## src/rtl/bitstream_decoder.sv

```systemverilog
// Stochastic bitstream decoder: counts the ones in a WINDOW-bit window after
// start and presents the count on a valid/ready handshake.
module bitstream_decoder #(
  parameter int WINDOW      = 1024,
  parameter int COUNT_WIDTH = 11
) (
  input  logic                   clk,
  input  logic                   rst,
  input  logic                   start,
  input  logic                   clear,
  input  logic                   x,
  output logic                   busy,
  output logic                   out_valid,
  input  logic                   out_ready,
  output logic [COUNT_WIDTH-1:0] result
);

  localparam int SCW = (WINDOW > 2) ? $clog2(WINDOW) : 1;
  localparam logic [SCW-1:0] LAST = SCW'(WINDOW - 1);

  typedef enum logic [1:0] {IDLE, ACCUM, DONE} state_t;

  state_t                 r_state;
  state_t                 w_state_nxt;
  logic [SCW-1:0]         r_samp;
  logic [COUNT_WIDTH-1:0] r_ones;
  logic [COUNT_WIDTH-1:0] r_result;
  logic                   w_last;
  logic                   w_restart;
  logic [COUNT_WIDTH-1:0] w_ones_nxt;

  assign w_last     = (r_state == ACCUM) && (r_samp == LAST);
  assign w_ones_nxt = r_ones + COUNT_WIDTH'(x);

  always_ff @(posedge clk or posedge rst) begin
    if (rst) r_state <= IDLE;
    else     r_state <= w_state_nxt;
  end

  always_comb begin
    w_state_nxt = r_state;
    w_restart   = 1'b0;
    case (r_state)
      IDLE: if (start) begin
        w_state_nxt = ACCUM;
        w_restart   = 1'b1;
      end
      ACCUM: if (w_last) w_state_nxt = DONE;
      DONE: if (out_ready) begin
        w_state_nxt = start ? ACCUM : IDLE;
        w_restart   = start;
      end
      default: w_state_nxt = IDLE;
    endcase
    // clear overrides any transition, including a handshake restart
    if (clear) begin
      w_state_nxt = IDLE;
      w_restart   = 1'b0;
    end
  end

  always_ff @(posedge clk or posedge rst) begin
    if (rst) begin
      r_samp   <= '0;
      r_ones   <= '0;
      r_result <= '0;
    end else if (w_restart) begin
      r_samp <= '0;
      r_ones <= '0;
    end else if (r_state == ACCUM && !clear) begin
      r_ones <= w_ones_nxt;
      // sample counter stops at the final index instead of wrapping
      if (w_last) r_result <= w_ones_nxt;
      else        r_samp   <= r_samp + 1'b1;
    end
  end

  assign busy      = (r_state == ACCUM);
  assign out_valid = (r_state == DONE);
  assign result    = r_result;

endmodule

```

## config.mk

```make
export PLATFORM = sky130hd
export DESIGN_NAME = bitstream_decoder
export DESIGN_NICKNAME = d
export VERILOG_FILES = /design/src/rtl/bitstream_decoder.sv
export SDC_FILE = /design/constraint.sdc
export NUM_CORES = 1
export LEC_CHECK = 0
export CELL_PAD_IN_SITES_DETAIL_PLACEMENT = 0
export CELL_PAD_IN_SITES_GLOBAL_PLACEMENT = 1
export CORE_MARGIN = 3
export CORE_UTILIZATION = 37
export CTS_CLUSTER_SIZE = 24
export DETAILED_ROUTE_END_ITERATION = 10
export PLACE_DENSITY = 0.8
export SYNTH_ARGS = -nofsm -noshare
export SYNTH_HDL_FRONTEND = slang
export SYNTH_SLANG_ARGS = --single-unit
export TNS_END_PERCENT = 50
```

## constraint.sdc

```tcl
create_clock -name clk -period 2.74 [get_ports clk]
set_clock_uncertainty 0.15 [all_clocks]
set_input_delay 0.548 -clock clk [delete_from_list [all_inputs] [get_ports clk]]
set_output_delay 0.548 -clock clk [all_outputs]
set_load 0.01 [all_outputs]
```

==> results.md <==
- DRC viols: 0
- Synthesis-to-finish area growth: 21.46%
- Simple-Gate Fraction of Synth Area: 21.39%
- Netlist cell types: 41
- TritonCTS buffer count: 5
- Setup violations, final: 0
- Compound-Gate Fraction of Synth Area: 14.53%
- Total Nets Final: 210
- CP top delay family: simple AND/OR/NAND/NOR gates
- Adder-cell share of the synthesized area: 2.190%
- Vias in the first global route: 1,380
- Initial antenna violation count: 0
- Largest net degree at the start of global routing: 35
- Hold Crit Depth: 2
- Max FO, Critical Path: 10
- Top cells by count, synth: 34 x dfrtp_1, 25 x nand2_1, 11 x o21ai_0
- EDFF count, synth: 0
- Fin area: 2082 µm²
- Max incr delay on CP: 640 ps
- Cell count after placement: 246
- Net Sw Frac: 22.39%
- Setup TNS: 0 ps
- Sink Count: 34
- GRT Util Overall: 14.41%
- First-pass DRT Iterations: 6
- Reg2Reg Setup Slack: 620 ps
- CP Launch Type: primary input
- Row count: 24
- Clk pin slew, worst setup/hold paths: 70 ps
- Routed WL per cell: 14.30 µm
- Total of max-cap violations: 0
- Post-CTS resize count: 0
- Count leader, synth: dfrtp_1
- Syn_nets: 185
- Post-synth top area share: 49.64%
- R2R depth: 5
- Die area: 5486 µm²
- First-pass GRT wire length: 6.120 mm
- Unrepaired setup endpoints after global routing: no
- CP endpoint kind: register
- Max Fclk: 421.5 MHz
- ANT cells: 0
- Detailed-route via count: 1,372
- Via density per instance: 5.423
- Cell Pwr Density: 528.6 nW/µm²
- Routability Congestion: 0.8072
- Longest Clk Path Bufs: 2
- Synth area leaders: dfrtp_1 50%, nand2_1 5.5%, o21ai_0 3.2%
- Seq/Total Area, Yosys: 49.64%
- Critical path cell sequence: clkdlybuf4s50_1 > or3b_1 > or4_4 > buf_4 > nand2_1 > o21ai_0
- I/O Buffers: 18
- Seq cells post-synth: 34
- Worst-skew pair later-pin latency: 280 ps
- Drt first-iter violations: 79
- Hold path start: result[2]$_DFFE_PP0P_
- Post-CTS setup buffer count: 0
- Syn Inst Count: 176
- YS warnings: 0
- Post-synthesis xor/xnor area fraction: 5.109%
- Post-CTS Hold Buffers: 0
- Clock power share: 42.2%
- Pins Over Slew Limit: 0
- Placed instance area: 1969 µm²
- LEAKAGE: 0.9028 nW
- Crit path max-delay cell type: or4_4
- Num ports: 19
- Routed WL: 3.618 mm
- Logic gate share of total power: 8.9%
- Post-route ant nets: 0
- Top cell type by total area after synthesis: dfrtp_1
- Post-synthesis mux area share: 3.577%
- Hold Vio Cnt, Final: 0
- Grt total ovfl: 0
- Status: complete, no violations
- Die H: 74.07 µm
- Final cycle utilization of the critical path: 86.59%
- Reg2reg start: r_samp[4]$_DFFE_PP0P_
- Min-Delay Endpoint: result[2]$_DFFE_PP0P_
- Reg-to-Reg End: result[4]$_DFFE_PP0P_
- CTS tree: done
- Initial Utilization: 38.83%
- Async SR Flop Fraction: 100.0%
- Share of cells above drive strength 1: 10.45%
- Core area: 4414 µm²
- Critical path launch point: clear
- Switch Pwr: 246.4 µW
- Tmin final: 2372 ps
- Internal power: 854.1 µW
- Ys flop type: dfrtp_1
- Combinational family with the most area after synthesis: simple AND/OR/NAND/NOR gates
- Signal arrival time at the worst endpoint: 2380 ps
- Crit path buffers/inverters: 2
- Syn avg cell area: 9.739 µm²
- Worst setup slack after layout: 367.5 ps
- Mapped Area: 1714 µm²
- Critical path depth: 6
- Worst vdd ir: 0.2261 mV
- Place WS: 39.49 ps
- Hold WC Path Type: register to register
- Final HPWL DP: 2.657 mm
- Slew @ Worst Pin: 542.7 ps
- Post-route insts no fill: 253
- Slew headroom: 63.51%
- CTS Root Cell: clkbuf_8
- H-Tree Depth: 2
- Hold WS: 336.6 ps
- Worst EP required: 2740 ps
- Die width: 74.07 µm
- Sequential power share: 49.0%
- Critical path class: primary input to register
how the worst max path moves through the flow:
stage	slack (ps)	endpoint
6_report	370	result[4]$_DFFE_PP0P_
5_1_grt	260	result[4]$_DFFE_PP0P_
4_1_cts	340	result[4]$_DFFE_PP0P_
3_5_place_dp	40	result[4]$_DFFE_PP0P_
3_3_place_gp	140	result[1]$_DFFE_PP0P_
2_1_floorplan	460	result[0]$_DFFE_PP0P_
placed cells by master (no fill, tap or decap), drive strengths merged, types with 4 or more instances in the layout:
master and n:
nor3 5, clkdlybuf4s50 18, buf 8, clkbuf 6, dfrtp 34, nand3 9
a21oi 9, xor2 6, and3 5, nand2 25, nor2 9, xnor2 4
o21ai 14, o31ai 5
state kept, by name (all words and copies together) (netlist names):
name	count
result	11
r_samp	10
r_ones	11
r_state	2
layer usage:
layer | global-route usage (%) | vias to the layer above | routed length, µm
met4 | 4.628 | 0 | 17
met1 | 16.98 | 645 | 1564
met5 | 0 | - | 0
met3 | 4.595 | 4 | 219
li1 | - | 681 | -
met2 | 24.90 | 42 | 1816
per-stage QoR:
step	utilization (%)	total power, mW
detailed placement	44.61	0.6476
CTS	47.17	1.116
finish	47.17	1.100
floorplan	-	0.6080
global route	47.17	1.157
global placement	44.61	0.6426
power by group through the flow:
stage,Clock (mW),Combinational (mW),Sequential (mW)
3_3_place_gp,0,0.0966,0.546
6_report,0.464,0.0975,0.539
5_1_grt,0.503,0.114,0.541
2_1_floorplan,0,0.0653,0.543
3_5_place_dp,0,0.0999,0.548
4_1_cts,0.477,0.0999,0.538
final cells by class:
class	instances	area, µm²
clock buffer	6	82.58
clock inverter	1	30.03
fill	412	2332
inverter	3	11.26
multi-input combinational	131	802.0
sequential	34	850.8
tap	52	65.06
timing repair buffer	26	240.2
worst min-delay path, cell delays in order (launching register included):
cell	delay, ps
dfrtp_1	340
nand2_1	50
o21ai_1	60
logic make-up (layout without fill, tap and decap cells):
family	Yosys count	in the layout
AOI/OAI and AO/OA	41	41
xor gates and xnor gates	10	10
adders and majority gates	3	3
buffers and inverters	11	36
DFF	34	34
muxes	5	5
and+or+nand+nor	72	72
(Power assumes the default switching activity.)
